<file path="config.mk">
export PLATFORM = sky130hd
export DESIGN_NAME = collision_scanner
export DESIGN_NICKNAME = d
export VERILOG_FILES = /design/src/rtl/collision_scanner.sv
export SDC_FILE = /design/constraint.sdc
export NUM_CORES = 1
export LEC_CHECK = 0
export CAP_MARGIN = 20
export CORE_ASPECT_RATIO = 0.8
export CORE_MARGIN = 1
export CORE_UTILIZATION = 51
export CTS_CLUSTER_DIAMETER = 200
export DETAILED_ROUTE_END_ITERATION = 10
export PLACE_DENSITY = 0.94
export SYNTH_ARGS = -nofsm -noshare
export SYNTH_HDL_FRONTEND = slang
export SYNTH_SLANG_ARGS = --single-unit
</file>
<file path="constraint.sdc">
create_clock -name clk -period 5.75 [get_ports clk]
set_input_delay 0.575 -clock clk [delete_from_list [all_inputs] [get_ports clk]]
set_output_delay 0.575 -clock clk [all_outputs]
set_load 0.02 [all_outputs]
</file>
<file path="src/rtl/collision_scanner.sv">
// Per-frame collision scanner: walks every wall once per start request and reports the first hit.
// Also keeps a saturating count of walls the bird has fully passed.
module collision_scanner #(
    parameter int unsigned COORD_W   = 8,
    parameter int unsigned NUM_WALLS = 4,
    parameter int unsigned IDX_W     = 2,
    parameter int unsigned SCORE_W   = 8
) (
    input  logic               clk,
    input  logic               reset,
    input  logic               start,
    input  logic               clear_score,
    input  logic [COORD_W-1:0] bird_xleft,
    input  logic [COORD_W-1:0] bird_xright,
    input  logic [COORD_W-1:0] bird_ytop,
    input  logic [COORD_W-1:0] bird_ybottom,
    output logic [IDX_W-1:0]   wall_idx,
    input  logic [COORD_W-1:0] wall_xleft,
    input  logic [COORD_W-1:0] wall_xright,
    input  logic [COORD_W-1:0] wall_topy,
    input  logic [COORD_W-1:0] wall_bottomy,
    output logic               busy,
    output logic               done,
    output logic               touched,
    output logic [IDX_W-1:0]   hit_idx,
    output logic [SCORE_W-1:0] score
);

    localparam logic [IDX_W-1:0]   LAST_IDX  = IDX_W'(NUM_WALLS - 1);
    localparam logic [SCORE_W-1:0] SCORE_MAX = {SCORE_W{1'b1}};

    typedef enum logic [1:0] {
        IDLE = 2'd0,
        SCAN = 2'd1,
        DONE = 2'd2
    } state_t;

    state_t state, state_next;

    logic [COORD_W-1:0]   lat_xleft, lat_xright, lat_ytop, lat_ybottom;
    logic                 acc_hit;
    logic [IDX_W-1:0]     acc_idx;
    logic [NUM_WALLS-1:0] passed;

    logic last_wall, wall_hit, wall_beyond, score_inc;

    // Per-wall geometry against the latched bird box
    always_comb begin
        last_wall   = (wall_idx == LAST_IDX);
        wall_hit    = (lat_xright >= wall_xleft) && (lat_xleft <= wall_xright)
                      && ((lat_ytop <= wall_topy) || (lat_ybottom >= wall_bottomy));
        wall_beyond = (lat_xleft > wall_xright);
        score_inc   = (state == SCAN) && wall_beyond && !passed[wall_idx];
    end

    always_ff @(posedge clk or posedge reset) begin
        if (reset) state <= IDLE;
        else       state <= state_next;
    end

    always_comb begin
        state_next = state;
        case (state)
            IDLE:    if (start) state_next = SCAN;
            SCAN:    if (last_wall) state_next = DONE;
            DONE:    state_next = IDLE;
            default: state_next = IDLE;
        endcase
    end

    // Scan datapath and result registers
    always_ff @(posedge clk or posedge reset) begin
        if (reset) begin
            busy        <= 1'b0;
            done        <= 1'b0;
            wall_idx    <= '0;
            lat_xleft   <= '0;
            lat_xright  <= '0;
            lat_ytop    <= '0;
            lat_ybottom <= '0;
            acc_hit     <= 1'b0;
            acc_idx     <= '0;
            touched     <= 1'b0;
            hit_idx     <= '0;
        end else begin
            busy     <= (state_next == SCAN);
            done     <= (state_next == DONE);
            wall_idx <= (state == SCAN && !last_wall) ? wall_idx + IDX_W'(1) : '0;
            if (state == IDLE && start) begin
                lat_xleft   <= bird_xleft;
                lat_xright  <= bird_xright;
                lat_ytop    <= bird_ytop;
                lat_ybottom <= bird_ybottom;
                acc_hit     <= 1'b0;
                acc_idx     <= '0;
            end
            if (state == SCAN) begin
                if (wall_hit && !acc_hit) begin
                    acc_hit <= 1'b1;
                    acc_idx <= wall_idx;
                end
                // Results land together with the done pulse, folding in the final wall
                if (last_wall) begin
                    touched <= acc_hit || wall_hit;
                    hit_idx <= acc_hit ? acc_idx : (wall_hit ? wall_idx : '0);
                end
            end
        end
    end

    // Passed flags re-arm once a wall is recycled to the right of the bird
    always_ff @(posedge clk or posedge reset) begin
        if (reset) begin
            passed <= '0;
        end else if (state == SCAN) begin
            passed[wall_idx] <= wall_beyond;
        end
    end

    always_ff @(posedge clk or posedge reset) begin
        if (reset)                               score <= '0;
        else if (clear_score)                    score <= '0;
        else if (score_inc && score != SCORE_MAX) score <= score + SCORE_W'(1);
    end

endmodule

</file>
==> summary.txt, run 1 <==
Logic synthesis
  – Top cell type by total area after synthesis: dfrtp_1
  – Synth Net Count: 385
  – Ys flop type: dfrtp_1
  – Warnings from Yosys: 0
  – Synth area leaders: dfrtp_1, ha_1, mux2_2
  – Synth Instances: 280
  – Mapped Area: just over 3000 um^2
  – EDFF count, synth: 0
  – Synth unique cells: 39
  – Post-synthesis sequential area ratio: 45.34%
  – Commonest cells post-synth: dfrtp_1, ha_1, inv_1
  – Syn Area/Cell: roughly 11 um^2
  – Seq cells post-synth: 56
  – Share of the synthesized area in the top cell type: 45.34%
  – Ys async rst share: 100.0%
  – Most frequent cell after synthesis: dfrtp_1

Power
  – Leak pwr: about 1.9 nW
  – Reg power frac: 40.2%
  – Pwr/cell area: 403.5 nW/um^2
  – Combinational Power Share: a little under half
  – Switching Share: between 30% and 40%
  – Internal power: 1.044 mW
  – Clock power frac: 13.7%
  – Switching pwr: 0.6094 mW
  – Worst VDD drop: about 0.21 mV

Clock tree
  – Hold buffer count at CTS: 0
  – CTS H-Tree Depth: 2
  – Cts repair resizes: 0
  – CTS tree: yes
  – Clk sinks: 56
  – Cts bufs inserted: 5
  – Clk_lat worst skew: 310 ps
  – Root Buffer: clkbuf_8
  – Setup repair bufs after CTS: 0
  – Clk slew on worst S/H paths: 100 ps
  – Clock Tree Buf Depth: 2

Drt
  – Post-route ant nets: 0
  – Drt first-iter violations: 108
  – Remaining DRCs: 0
  – DRT Pass-1 Iters: 4
  – Routed via count: 2457
  – Drt via density: between 5 and 6
  – Post-DR wirelength/cell: 16.02 um
  – Final wirelength: 7112 um

Global route
  – Largest net degree at the start of global routing: 57
  – GRT Total Usage: 24.34%
  – Initial antenna violation count: 0
  – Global route overflow: 0
  – First-pass GRT wire length: 11840 um
  – Vias in the first global route: ~2700

Timing
  – Slew of the pin with the lowest slew margin: 985.4 ps
  – RSZ-0062 raised after global routing: false
  – Fin. max-slew vios: 0
  – Minimum clock period: about 2700 ps
  – Tcrit/Tclk final: 47.00%
  – Setup-failing EPs final: 0
  – Final setup TNS: 0 ps
  – Max-slew headroom: 34.15%
  – Fmax: 370.0 MHz
  – PnR worst setup slack: ~3000 ps
  – Final hold vios: 0
  – Clock skew: 5.028 ps

Min path
  – Hold_sp: lat_ybottom[5]
  – Worst min path class: flop to flop
  – Hold-critical path endpoint: lat_ybottom[5]
  – Hold depth: 1

Final layout
  – Multi-input gate area: 1539 um^2
  – Reg area: roughly 1400 um^2
  – Area Growth Syn to Fin: 32.63%
  – Layout cells sized above 1: 11.75%
  – NumNets Final: 470
  – Diode count: 0
  – Fill cells: 399

Worst setup path
  – WP data required: 5950 ps
  – Reg2Reg Setup Slack: 3440 ps
  – Crit Path Category: primary input to flop
  – CP Max Fanout: 7
  – CP arrival: around 2900 ps
  – CP startpoint kind: primary input
  – CP Capture Type: flop
  – RR Endpoint: score[5]
  – Reg-to-reg critical path startpoint: wall_idx[0]
  – Reg2reg path depth: 5

Placement
  – Port-buffer cells: between 80 and 90
  – Worst slack, placed: 2783 ps
  – RePlAce Congestion: 0.8151
  – Hpwl dp: around 5300 um

Floorplan
  – Die area: around 6400 um^2
  – Initial Utilization: 54.74%
  – Ports: between 80 and 90
  – Placement row count: 24
  – Core Region: 5645 um^2
  – Die width: 89.03 um
  – Die height: around 70 um

Run status
  – Run status: finished clean

Flow run
  – Max-cap violations: 0
## power by group through the flow
stage | Clock (mW) | Sequential (mW) | Combinational (mW)
floorplan | 0 | 0.667 | 0.502
global placement | 0 | 0.659 | 0.703
detailed placement | 0 | 0.672 | 0.753
CTS | 0.229 | 0.665 | 0.768
global route | 0.246 | 0.687 | 0.846
finish | 0.227 | 0.664 | 0.763
## layout by cell type, fill, tap and decap left out, types with 2 or more instances in the layout
cell type / instances
clkdlybuf4s50_1: 82
dfrtp_1: 56
ha_1: 37
inv_1: 36
mux2_2: 29
a21oi_1: 15
nand2_1: 12
o21ai_0: 10
nor2_1: 10
nand4_1: 9
clkbuf_8: 6
nand2b_1: 5
o211ai_1: 5
xor2_1: 5
and3_1: 4
mux2_1: 3
nand3_1: 3
nor2b_1: 3
a21o_1: 3
a31oi_1: 3
and2_1: 3
a2111oi_0: 2
nor3_1: 2
mux2i_1: 2
or3_1: 2
## layout make-up
cell class                 instances  area share [%]
clock inverter                     1          0.1832
inverter                          37           3.388
clock buffer                       7           2.106
sequential                        56           34.19
multi-input combinational        182           37.55
timing repair buffer              83           20.21
tap                               78           2.381
## stage by stage
step                      instances  cell area (um^2)  util [%]  hold slack [ps]  power (mW)
after detailed placement        436              4005     70.94            484.6       1.425
after global placement          436              4005     70.94            479.8       1.363
after floorplan                 280              3090         -            462.3       1.169
after CTS                       444              4099     72.61            507.0       1.662
after global routing            444              4099     72.61            534.9       1.778
final                           444              4099     72.61            500.9       1.654
## layer usage
| layer | wire length [um] | track usage [%] | vias to the layer above | share of wire [%] |
|---|---|---|---|---|
| met2 | 3528 | 43.42 | 80 | 50 |
| met4 | 182 | 8.995 | 0 | 2.6 |
| met1 | 3071 | 29.79 | 1208 | 43 |
| li1 | - | - | 1152 | - |
| met5 | 0 | 0 | - | 0 |
| met3 | 328 | 3.802 | 17 | 4.6 |
## how the worst max path moves through the flow
stage / from / endpoint / slack [ps] / depth (start not counted)
after floorplan: wall_idx[0] / score[5] / 3590 / 5
after global placement: wall_xright[7] / acc_idx[1] / 2900 / 9
after detailed placement: wall_xright[7] / acc_idx[1] / 2780 / 9
after CTS: wall_xright[7] / acc_idx[1] / 3090 / 9
after global routing: wall_xright[7] / acc_idx[1] / 2950 / 9
final: wall_xright[7] / acc_idx[1] / 3050 / 9
## critical path, stage by stage
cell and delay (ps):
clkdlybuf4s50_1 480, inv_1 50, ha_1 320, nand4_1 130
nor2_1 190, a21oi_1 150, nor3_1 540, nand4_1 280
mux2i_1 190
## cell families after synthesis
group / Yosys count / share of synthesized area [%]
fa+ha+maj: 37 / 14.98
buf+inv: 42 / 5.101
flops: 56 / 45.34
compound gates: 49 / 10.81
mux: 35 / 13.04
xor+xnor: 5 / 1.417
simple gates: 56 / 9.312
## sequential cells by signal, summed over array words and instances (netlist names), 2 cells and up
| name | cells |
|---|---|
| lat_xleft | 8 |
| lat_ybottom | 8 |
| passed | 4 |
| lat_xright | 8 |
| acc_idx | 2 |
| state | 2 |
| wall_idx | 2 |
| score | 8 |
| lat_ytop | 8 |
| hit_idx | 2 |
Note: power is estimated with default switching activity, not from simulation.
==> run 2: changes to the inputs <==
Settings changed: CORE_UTILIZATION 51 to 49, PLACE_DENSITY 0.94 to 0.91.
Clock period 5.75 ns to 2.5 ns, I/O delays scaled along.
==> run 2 against run 1 <==
- clock-buffer cell count fell by 2
- flip-flop and latch count unchanged
- design area grew 0.95%
- non-clock buffer count increased by 4
- highest routed layer unchanged
- die area grew 4.0%
- largest cell class unchanged
==> summary.txt, run 2 (synthesized netlist as in run 1, its figures left out) <==
Run status
  – Run status: finished clean

Floorplan
  – Die area: 6630 um^2
  – Initial Utilization: about half
  – Core Region: 6006 um^2
  – Placement row count: 25
  – Ports: 83
  – Die height: roughly 73 um
  – Die width: just over 90 um

Placement
  – Hpwl dp: 5371 um
  – Port-buffer cells: between 80 and 90
  – RePlAce Congestion: 0.8187
  – Cell Area, Placed: about 4000 um^2

Worst setup path
  – Crit Path Category: flop to flop
  – CP startpoint kind: flop
  – Crit path max-delay family: compound AO/OA/AOI/OAI gates
  – CP Cell Sequence: mux4_2, a311oi_4, o21ai_2, or3_1, a21oi_1
  – CP Capture Type: flop
  – WP data required: about 2700 ps
  – CP arrival: 2510 ps
  – Max incr delay on CP: 580 ps
  – CP max-delay cell: mux4_2
  – CP Max Fanout: 7
  – Buf/Inv on CP: 0

Global route
  – Vias in the first global route: roughly 2500
  – First-pass GRT wire length: 11470 um
  – GRT Total Usage: 22.03%
  – Global route overflow: 0
  – Initial antenna violation count: 0
  – Largest net degree at the start of global routing: 33

Drt
  – Final wirelength: ~7000 um
  – Routed via count: about 2400
  – Drt first-iter violations: between 80 and 90
  – Drt via density: 5.268
  – Post-DR wirelength/cell: 15.33 um
  – Remaining DRCs: 0
  – Post-route ant nets: 0
  – DRT Pass-1 Iters: 4

Min path
  – Worst min path class: primary input to asynchronous set/reset pin

Final layout
  – NumNets Final: 474
  – Area Growth Syn to Fin: 33.89%
  – Layout cells sized above 1: 12.53%
  – Most common cell after layout, fill and taps aside: clkdlybuf4s50_1
  – Diode count: 0
  – Design area: ~4100 um^2
  – Commonest cells after routing, fill and taps aside: clkdlybuf4s50_1, dfrtp_1, ha_1, inv_1, mux2_2

Clock tree
  – Setup repair bufs after CTS: 0
  – CTS H-Tree Depth: 2
  – Clk slew on worst S/H paths: 90 ps
  – Clk_lat worst skew: 300 ps
  – CTS tree: yes
  – Cts bufs inserted: 5
  – Clk sinks: 56
  – Root Buffer: clkbuf_8
  – Clock Tree Buf Depth: 2

Timing
  – Fin. max-slew vios: 0
  – WHS: 305.5 ps
  – RSZ-0062 raised after global routing: false
  – Tcrit/Tclk final: 91.17%
  – Slew of the pin with the lowest slew margin: 596.9 ps
  – Final hold vios: 0
  – Minimum clock period: ~2300 ps
  – Final setup TNS: 0 ps
  – Fmax: 438.7 MHz
  – Max-slew headroom: 59.58%
  – Clock skew: between 8 and 9 ps
  – Setup-failing EPs final: 0

Power
  – Worst VDD drop: 0.5319 mV
  – Switching Share: 36.43%
  – Switching pwr: 1.378 mW
  – Internal power: 2.405 mW
  – Combinational Power Share: between 40% and 50%
  – Reg power frac: 40.2%
  – Clock power frac: 11.8%
  – Total power: about 3.8 mW
  – Pwr/cell area: a little over 900 nW/um^2
  – Leak pwr: roughly 1.9 nW

Flow run
  – Max-cap violations: 0
## run 2: cell types whose count changed in the layout (fill, tap and decap cells not counted)
cell	before	now
buf_12	0	2
buf_4	1	3
clkbuf_1	1	0
clkbuf_8	6	5
clkinvlp_4	1	0
nor3_1	2	1
nor3_2	0	1
## run 2: layer usage
layer  global-route usage [%]  part of all wire (%)  vias up
li1                         -                     -     1158
met4                    7.584                   2.0        0
met5                        0                     0        -
met2                    38.13                    47       72
met1                    28.05                    46     1113
met3                    4.375                   4.9       17
## run 2: through the flow
step	setup slack (ps)	utilization, %	std cells
after floorplan	338.1	-	280
after global placement	48.07	67.67	443
after detailed placement	-152.2	67.67	443
after CTS	143.2	68.81	448
after global routing	64.46	68.90	448
final	220.7	68.90	448
## run 2: worst register-to-register path: stages (launching register included)
cell and delay [ps]:
dfrtp_1 520, mux4_2 580, a311oi_4 430, o21ai_2 170
or3_1 370, a21oi_1 140
## run 2: worst paths after layout
check	from	to	slack, ps	cells after the start
min in group clk	lat_xright[3]	lat_xright[3]	500	1
max reg2reg	wall_idx[0]	score[5]	220	5
min	reset	lat_xleft[1]	310	2
max	wall_idx[0]	score[5]	220	5
min reg2reg	lat_xright[3]	lat_xright[3]	500	1
max in group asynchronous	reset	state[1]	1630	3
## run 2: power by group through the flow
stage / logic (mW) / clock network (mW) / registers [mW]
2_1_floorplan: 1.15 / 0 / 1.53
3_3_place_gp: 1.69 / 0 / 1.51
3_5_place_dp: 1.81 / 0 / 1.54
4_1_cts: 1.82 / 0.454 / 1.52
5_1_grt: 2.01 / 0.487 / 1.57
6_report: 1.81 / 0.446 / 1.52
## run 2: cell type report
type / count / area [um^2]
clock buffer: 5 / 68.82
sequential: 56 / 1401
multi-input combinational: 182 / 1544
timing repair buffer: 87 / 883.3
inverter: 37 / 138.9
fill: 472 / 1868
tap: 81 / 101.3
## run 2: what timing repair did
| action | 4_1_cts | 5_1_grt |
|---|---|---|
| resized for setup | 0 | 1 |
| hold buffers | 0 | 0 |
| setup endpoints to repair | 0 | 2 |
==> run 3: changes to the inputs <==
Settings changed: PLACE_DENSITY 0.91 to default, PLACE_DENSITY_LB_ADDON from default to 0.05, REMOVE_ABC_BUFFERS from default to 1.
==> run 3 against run 2 <==
- routed wire length decreased by 11%
- maximum frequency increased by 6.4%
- sequential power about the same
- utilization increased by 1.1 points
- clock power increased by 31%
- die area unchanged
- non-clock buffer count increased by 3
- worst setup slack improved by 140 ps
- critical path depth increased by 4
- first-iteration DRC count decreased by 8.4%
==> summary.txt, run 3 (synthesized netlist as in run 1, its figures left out) <==
Run status
  – Run status: finished clean

Power
  – Switching pwr: 1.339 mW
  – Switching Share: between 30% and 40%
  – Total power: 3.880 mW
  – Leak pwr: 1.938 nW
  – Combinational Power Share: 46.4%
  – Internal power: 2.541 mW
  – Reg power frac: 38.6%
  – Pwr/cell area: 922.7 nW/um^2
  – Clock power frac: 15.0%
  – Worst VDD drop: 0.4608 mV

Worst setup path
  – WP data required: 2730 ps
  – CP startpoint kind: primary input
  – CP Max Fanout: 4
  – Buf/Inv on CP: 2
  – Crit path depth: 9
  – Crit Path Category: primary input to flop
  – CP Cell Sequence: clkdlybuf4s50_1, ha_1, nand2b_1, a2111oi_0, o31a_1, nor3_1, buf_4, nand4_1, mux2i_1
  – CP Capture Type: flop
  – CP max-delay cell: clkdlybuf4s50_1
  – Reg2reg path depth: 9
  – Max incr delay on CP: 420 ps
  – CP arrival: 2370 ps
  – Crit path max-delay family: compound AO/OA/AOI/OAI gates

Drt
  – Post-DR wirelength/cell: 13.51 um
  – Drt via density: 5.029
  – Drt first-iter violations: 76
  – Routed via count: 2283
  – Post-route ant nets: 0
  – Final wirelength: ~6100 um
  – Remaining DRCs: 0
  – DRT Pass-1 Iters: 4

Global route
  – Initial antenna violation count: 0
  – GRT Total Usage: 20.40%
  – M3 GR Usage: 5.521%
  – Met2 GRT Util: approximately a third
  – First-pass GRT wire length: around 11000 um
  – Vias in the first global route: about 2300
  – Global route overflow: 0
  – Busiest grt layer: met2
  – Largest net degree at the start of global routing: 38
  – GRT met1 Usage: 28.21%

Floorplan
  – Ports: between 80 and 90
  – Die height: ~73 um
  – Initial Utilization: 51.46%
  – Core Region: 6006 um^2
  – Placement row count: 25
  – Die width: 90.79 um
  – Die area: 6630 um^2

Timing
  – Tcrit/Tclk final: 85.72%
  – Max-slew headroom: 61.75%
  – Slew of the pin with the lowest slew margin: 572.9 ps
  – Minimum clock period: 2143 ps
  – Fin. max-slew vios: 0
  – Fmax: 466.7 MHz
  – RSZ-0062 raised after global routing: false
  – Final hold vios: 0
  – Final setup TNS: 0 ps
  – Setup-failing EPs final: 0
  – PnR worst setup slack: approximately 360 ps
  – Clock skew: 7.533 ps
  – WHS: ~330 ps

Clock tree
  – Clk sinks: 56
  – Clk_lat worst skew: about 300 ps
  – Hold buffer count at CTS: 0
  – Root Buffer: clkbuf_8
  – Clk slew on worst S/H paths: 100 ps
  – Clock Tree Buf Depth: 2
  – CTS H-Tree Depth: 2
  – Cts bufs inserted: 5
  – CTS tree: yes
  – Cts repair resizes: 0
  – Setup repair bufs after CTS: 0

Final layout
  – Post-Layout Cell Count: 454
  – NumNets Final: 477
  – Commonest cells after routing, fill and taps aside: clkdlybuf4s50_1, dfrtp_1, ha_1, inv_1, mux2_2
  – Layout cells sized above 1: 13.94%
  – Most common cell after layout, fill and taps aside: clkdlybuf4s50_1
  – Area Growth Syn to Fin: 36.07%
  – Diode count: 0
  – Design area: 4205 um^2
  – Fill cells: around 480
  – Final Util: a little over two thirds

Placement
  – Worst slack, placed: -89.78 ps
  – Cell Area, Placed: 4086 um^2
  – Placed Instances: approximately 450
  – RePlAce Congestion: 0.7782
  – Port-buffer cells: between 80 and 90
  – Hpwl dp: 4695 um

Flow run
  – Max-cap violations: 0

Min path
  – Worst min path class: primary input to asynchronous set/reset pin
## run 3: final timing paths
path                                 from              to  slack, ps
max                         wall_xleft[0]      acc_idx[0]        360
min                                 reset     lat_ytop[7]        330
max reg2reg                 lat_xright[0]      acc_idx[0]        360
min reg2reg                lat_ybottom[5]  lat_ybottom[5]        500
max in group asynchronous           reset            done       1630
min in group clk             bird_ytop[0]     lat_ytop[0]        500
## run 3: power groups by stage
stage                     Combinational [mW]  Clock [mW]  Sequential (mW)
after floorplan                         1.15           0             1.53
after global placement                  1.75           0             1.51
after detailed placement                1.80           0             1.52
after CTS                               1.81       0.608             1.50
after global routing                    2.05       0.637             1.55
final                                   1.80       0.584             1.50
## run 3: per-layer routing
metal / wire length (um) / part of all wire [%] / vias up
met5: 0 / 0 / -
met4: 44 / 0.72 / 0
met3: 408 / 6.7 / 5
met2: 2621 / 43 / 66
met1: 3058 / 50 / 1039
li1: - / - / 1173
## run 3: cell type report
type | instances | area (um^2) | area share (%)
clock buffers | 5 | 68.82 | 1.636
clock inverters | 3 | 42.54 | 1.012
inverters | 37 | 138.9 | 3.303
multi-input cells | 182 | 1546 | 36.77
flip-flops and latches | 56 | 1401 | 33.32
well taps | 81 | 101.3 | 2.410
repair buffers | 90 | 905.9 | 21.54
